## src/rtl/inst_fetch_pkg.sv

```systemverilog
// Shared CPU/fetch constants: sequencer states, fetch FSM encoding, HALT opcode.
package inst_fetch_pkg;

  typedef enum logic [1:0] {
    CPU_IF  = 2'd0,
    CPU_EX  = 2'd1,
    CPU_MEM = 2'd2,
    CPU_WB  = 2'd3
  } cpu_state_e;

  typedef enum logic [1:0] {
    FETCH_IDLE  = 2'd0,
    FETCH_WAIT  = 2'd1,
    FETCH_DRAIN = 2'd2
  } fetch_state_e;

  localparam logic [3:0] OP_HALT = 4'hF;

  function automatic logic is_halt(input logic [15:0] word);
    return word[15:12] == OP_HALT;
  endfunction

endpackage

```

## src/rtl/fetch_fifo.sv

```systemverilog
// Prefetch FIFO with registered head outputs; head holds its last value when empty.
// Latency: a push into an empty FIFO is visible at the head one cycle later. Flush wins over push/pop.
module fetch_fifo #(
  parameter int W     = 24,
  parameter int DEPTH = 2,
  localparam int PW   = $clog2(DEPTH),
  localparam int CW   = $clog2(DEPTH + 1)
) (
  input  logic          ck,
  input  logic          res,
  input  logic          push,
  input  logic [W-1:0]  push_dat,
  input  logic          pop,
  input  logic          flush,
  output logic [W-1:0]  head_dat,
  output logic          head_vld,
  output logic [CW-1:0] count
);

  logic [W-1:0]  mem_q [DEPTH];
  logic [W-1:0]  mem_d [DEPTH];
  logic [PW-1:0] rd_q, rd_d, wr_q, wr_d;
  logic [CW-1:0] cnt_q, cnt_d;
  logic [W-1:0]  head_q, head_d;
  logic          vld_q, vld_d;
  logic          do_pop;

  always_comb begin
    mem_d  = mem_q;
    rd_d   = rd_q;
    wr_d   = wr_q;
    cnt_d  = cnt_q;
    do_pop = pop && vld_q;
    if (flush) begin
      rd_d  = '0;
      wr_d  = '0;
      cnt_d = '0;
    end else begin
      if (push) begin
        mem_d[wr_q] = push_dat;
        wr_d        = wr_q + PW'(1);
      end
      if (do_pop) begin
        rd_d = rd_q + PW'(1);
      end
      cnt_d = cnt_q + CW'(push) - CW'(do_pop);
    end
    // Head is precomputed from next-state so the outputs come straight from flops.
    vld_d  = (cnt_d != '0);
    head_d = vld_d ? mem_d[rd_d] : head_q;
  end

  always_ff @(posedge ck) begin
    mem_q <= mem_d;
  end

  always_ff @(posedge ck or negedge res) begin
    if (!res) begin
      rd_q   <= '0;
      wr_q   <= '0;
      cnt_q  <= '0;
      head_q <= '0;
      vld_q  <= 1'b0;
    end else begin
      rd_q   <= rd_d;
      wr_q   <= wr_d;
      cnt_q  <= cnt_d;
      head_q <= head_d;
      vld_q  <= vld_d;
    end
  end

  assign head_dat = head_q;
  assign head_vld = vld_q;
  assign count    = cnt_q;

endmodule

```

## src/rtl/inst_fetch.sv

```systemverilog
// Instruction fetch: PC, single-outstanding memory requests, prefetch FIFO, redirect flush.
// Latency: first word valid 3 cycles after reset with zero-wait memory; stalls requesting when FIFO+outstanding is full.
// Optional IFU_HALT_EN: a fetched HALT opcode stops further requests until the next redirect.
module inst_fetch
  import inst_fetch_pkg::*;
#(
  parameter int              AW       = 8,
  parameter int              DEPTH    = 2,
  parameter logic [AW-1:0]   RESET_PC = '0
) (
  input  logic          ck,
  input  logic          res,
  output logic          mem_req,
  output logic [AW-1:0] mem_addr,
  input  logic          mem_ack,
  input  logic [15:0]   mem_rdata,
  output logic [15:0]   inst,
  output logic [AW-1:0] inst_pc,
  output logic          inst_valid,
  input  logic          inst_ready,
  input  logic          redirect,
  input  logic [AW-1:0] redirect_pc
);

  localparam int            CW      = $clog2(DEPTH + 1);
  localparam logic [CW-1:0] DEPTH_C = CW'(DEPTH);

  fetch_state_e  state_q, state_d;
  logic          mem_req_q, mem_req_d;
  logic [AW-1:0] mem_addr_q, mem_addr_d;
  logic [AW-1:0] fetch_pc_q, fetch_pc_d;
  logic          halt_q, halt_d;

  logic          push, pop, halt_hit, can_issue, room_after;
  logic [CW-1:0] fifo_count, cnt_after;
  logic [15+AW:0] head_dat;

`ifdef IFU_HALT_EN
  assign halt_hit = is_halt(mem_rdata);
`else
  assign halt_hit = 1'b0;
`endif

  // A redirect kills the head in the same edge, so it must not also count as a pop.
  assign pop        = inst_valid && inst_ready && !redirect;
  assign cnt_after  = fifo_count + CW'(1) - CW'(pop);
  assign room_after = (cnt_after < DEPTH_C);
  assign can_issue  = (fifo_count < DEPTH_C) && !halt_q;

  always_comb begin
    state_d    = state_q;
    mem_req_d  = mem_req_q;
    mem_addr_d = mem_addr_q;
    fetch_pc_d = fetch_pc_q;
    halt_d     = halt_q;
    push       = 1'b0;
    if (redirect) begin
      fetch_pc_d = redirect_pc;
      halt_d     = 1'b0;
    end
    case (state_q)
      FETCH_IDLE: begin
        if (!redirect && can_issue) begin
          mem_req_d  = 1'b1;
          mem_addr_d = fetch_pc_q;
          state_d    = FETCH_WAIT;
        end
      end
      FETCH_WAIT: begin
        if (mem_ack && redirect) begin
          mem_addr_d = redirect_pc;
        end else if (mem_ack) begin
          push       = 1'b1;
          fetch_pc_d = fetch_pc_q + AW'(1);
          halt_d     = halt_q | halt_hit;
          if (room_after && !halt_hit) begin
            mem_addr_d = fetch_pc_q + AW'(1);
          end else begin
            mem_req_d = 1'b0;
            state_d   = FETCH_IDLE;
          end
        end else if (redirect) begin
          state_d = FETCH_DRAIN;
        end
      end
      FETCH_DRAIN: begin
        // The stale word is dropped; the newest redirect target is what gets requested.
        if (mem_ack) begin
          mem_addr_d = redirect ? redirect_pc : fetch_pc_q;
          state_d    = FETCH_WAIT;
        end
      end
      default: begin
        state_d   = FETCH_IDLE;
        mem_req_d = 1'b0;
      end
    endcase
  end

  always_ff @(posedge ck or negedge res) begin
    if (!res) begin
      state_q    <= FETCH_IDLE;
      mem_req_q  <= 1'b0;
      mem_addr_q <= RESET_PC;
      fetch_pc_q <= RESET_PC;
      halt_q     <= 1'b0;
    end else begin
      state_q    <= state_d;
      mem_req_q  <= mem_req_d;
      mem_addr_q <= mem_addr_d;
      fetch_pc_q <= fetch_pc_d;
      halt_q     <= halt_d;
    end
  end

  fetch_fifo #(
    .W     (16 + AW),
    .DEPTH (DEPTH)
  ) u_fifo (
    .ck       (ck),
    .res      (res),
    .push     (push),
    .push_dat ({mem_rdata, mem_addr_q}),
    .pop      (pop),
    .flush    (redirect),
    .head_dat (head_dat),
    .head_vld (inst_valid),
    .count    (fifo_count)
  );

  assign mem_req  = mem_req_q;
  assign mem_addr = mem_addr_q;
  assign inst     = head_dat[15+AW:AW];
  assign inst_pc  = head_dat[AW-1:0];

endmodule

```

## config.mk

```make
export PLATFORM = sky130hd
export DESIGN_NAME = inst_fetch
export DESIGN_NICKNAME = d
export VERILOG_FILES = /design/src/rtl/inst_fetch_pkg.sv /design/src/rtl/fetch_fifo.sv /design/src/rtl/inst_fetch.sv
export SDC_FILE = /design/constraint.sdc
export NUM_CORES = 1
export LEC_CHECK = 0
export ABC_AREA = 0
export CAP_MARGIN = 20
export CORE_ASPECT_RATIO = 1.4
export CORE_UTILIZATION = 35
export CTS_CLUSTER_DIAMETER = 80
export DETAILED_ROUTE_END_ITERATION = 7
export DONT_BUFFER_PORTS = 1
export GPL_TIMING_DRIVEN = 0
export HOLD_SLACK_MARGIN = 0.03
export PLACE_DENSITY = 0.58
export SLEW_MARGIN = 20
export SYNTH_ARGS = -nofsm -noshare
export SYNTH_HDL_FRONTEND = slang
export SYNTH_HIERARCHICAL = 1
export SYNTH_SLANG_ARGS = --single-unit
```

## constraint.sdc

```tcl
create_clock -name ck -period 3.26 [get_ports ck]
set_clock_uncertainty 0.15 [all_clocks]
set_input_delay 0.163 -clock ck [delete_from_list [all_inputs] [get_ports ck]]
set_output_delay 0.163 -clock ck [all_outputs]
set_load 0.02 [all_outputs]
```

==> results.yml <==
finish:
  layout_commonest_cell: "mux2_2"
  nets: 505
  n_fill_cell: 1328
  num_antenna_cells: 0
  area_growth_pct: 18.23
  finish.utilization: 0.4242
  drive_above_1_share: 0.2806
  final_cell_mix: "mux2_2 (53), dfrtp_1 (48), dfxtp_1 (48)"
clock_tree:
  cts_root_buf: "clkbuf_16"
  cts_setup_buffers: 0
  tritoncts: "done"
  path_clk_slew_ps: 70
  clockBufferDepth: 2
  htree_levels: 3
  cts_buffers: 9
  cts.sinks: 96
  clock_latency_ps: 340
sta:
  min_period_ps: 2932
  setup_violations: 0
  finalSetupTns_ps: 0
  tightest_slew_ps: 557.3
  rsz0062_at_grt: "false"
  min_period_over_period: 0.8993
  timing.fmax_mhz: 341.1
  slew_headroom: 0.6285
  slew_viol_final: 0
  finalHoldViolCount: 0
floorplan:
  die_w_um: 101.0
  io_pins: 63
  die-area_mm2: 0.01420
  die_h_um: 140.6
  core_area_mm2: 0.01339
  initial_core_util: 0.3588
  rows: 50
worst_setup_path:
  startpoint_type: "register"
  critPathArrivalTime_ps: 3010
  cp_data_required_time_ps: 3340
  cp_max_fo: 10
  r2r_slack_ps: 330
  worstSetupEndpointType: "register"
  setup.worst_path.class: "reg2reg"
  startpoint: "state_q[1]"
  rr_startpoint: "state_q[1]"
run:
  max_cap_viol_count: 0
pwr:
  leakage_nw: 2.671
  pwr_density_cell_mw_per_mm2: 835.1
  ir_drop_uv: 335.5
min_path:
  hold_class: "in2reg"
  hp-start: "inst_ready"
logic_synthesis:
  ys_seq_elements: 96
  synth_edf_count: 0
  yosysWarnings: 6
  async_flop_share: 0.5000
  syn-num-nets: 459
  synthFlopType: "dfxtp_1"
  syn_inst: 423
  syn_avg_cell_area_um2: 11.36
  seq_area_frac_synth: 0.4501
  netlist_area_mm2: 0.004803
  ys_types: 51
drt:
  highest_layer: "met4"
  drt_iter0_drc: 92
  first_pass_iters: 4
  drt_wl_total_um: 10770
  vias: 3255
  vias_per_cell: 4.962
  drc: 0
  drt-met1-wl_um: 4563
  drtAntennaViolNets: 0
  wl_met2_um: 5510
  met3WireLength_um: 503
  wl_per_cell_um: 16.42
place:
  gp_congestion: 0.8532
  dpl.hpwl_um: 7326
  port_buffers: 0
global_route:
  grt_pass1_wl_um: 18020
  grt_max_degree: 49
  track_usage: 0.1630
  grt_pass1_vias: 3552
  grt-ovfl-total: 0
  antenna_found_initial: 0
run_status:
  outcome: "completed"
[worst max-delay path: stages, from the launching register on]
cell	delay, ps
dfrtp_1	420
inv_1	110
ha_1	290
nand2_4	170
nor2_1	320
nor3b_4	440
mux2_4	340
dlygate4sd3_1	550
[where the power goes]
group / internal [W] / switching, W
Clock: 0.000526 / 0.000487
Sequential: 0.00163 / 0.000523
Combinational: 0.000854 / 0.000722
Total: 0.00301 / 0.00173
[cell usage after synthesis (7+ instances only)]
cell type,n,area [um^2]
mux2_2,53,596.8
dfrtp_1,48,1201
dfxtp_1,48,960.9
nand2_1,37,138.9
mux2_4,30,450.4
mux2i_1,27,270.3
o21ai_1,22,110.1
o21ai_0,21,105.1
nor2_1,19,71.32
inv_1,13,48.80
xnor2_1,11,96.34
buf_2,10,50.05
buf_6,7,78.83
ha_1,7,87.58
nand3_1,7,35.03
[stage by stage]
step	power, W	cell area (um^2)	hold WS (ps)	setup WS (ps)	std cells
detailed placement	0.003686	5031	-278.8	86.01	605
finish	0.004743	5679	52.54	328.4	656
CTS	0.004780	5679	40.87	336.7	656
global placement	0.003627	5031	-278.7	136.5	605
global route	0.005045	5679	65.85	205.2	656
floorplan	0.003349	4803	-282.6	666.0	423
[worst paths after layout]
| kind | endpoint | cells past startpoint |
|---|---|---|
| setup / recovery | u_fifo/mem_q[47] | 7 |
| hold / removal | mem_req | 5 |
| setup reg to reg | u_fifo/mem_q[47] | 7 |
| hold reg to reg | u_fifo/mem_q[38] | 1 |
| max in group asynchronous | u_fifo/head_dat[15] | 2 |
| min in group asynchronous | mem_req | 2 |
[state kept, by name (all words and copies together) (netlist names), 2 cells and up]
signal	cells
mem_addr	8
u_fifo/head_dat	24
u_fifo/count	2
u_fifo/mem_q	48
fetch_pc_q	8
state_q	2
[kinds of logic after synthesis]
| family | after synthesis | share of synthesized area |
|---|---|---|
| adders and majority gates | 7 | 0.01823 |
| xor gates and xnor gates | 13 | 0.02683 |
| buffers and inverters | 38 | 0.04637 |
| DFF | 96 | 0.4501 |
| and+or+nand+nor | 84 | 0.08414 |
| muxes | 111 | 0.2766 |
| AOI/OAI and AO/OA | 74 | 0.09769 |
[layer usage]
layer	global-route usage	up-vias
met5	0	-
met4	0.06789	0
met3	0.03718	16
met2	0.2888	60
met1	0.1864	1588
li1	-	1591
[timing repair]
action                                 in CTS  in global routing
gates resized for setup                     0                  0
hold buffers                               35                  0
endpoints found under the hold margin     113                  0
[area by class of cell]
cell class	count	area, um^2	area share
Clock inverter	7	55.05	0.009694
Tap cell	182	227.7	0.04010
Buffer	24	170.2	0.02996
Multi-Input combinational cell	289	2419	0.4259
Clock buffer	9	225.2	0.03966
Inverter	14	52.55	0.009253
Sequential cell	96	2162	0.3807
Timing Repair Buffer	35	367.9	0.06477
(Power assumes the default switching activity.)
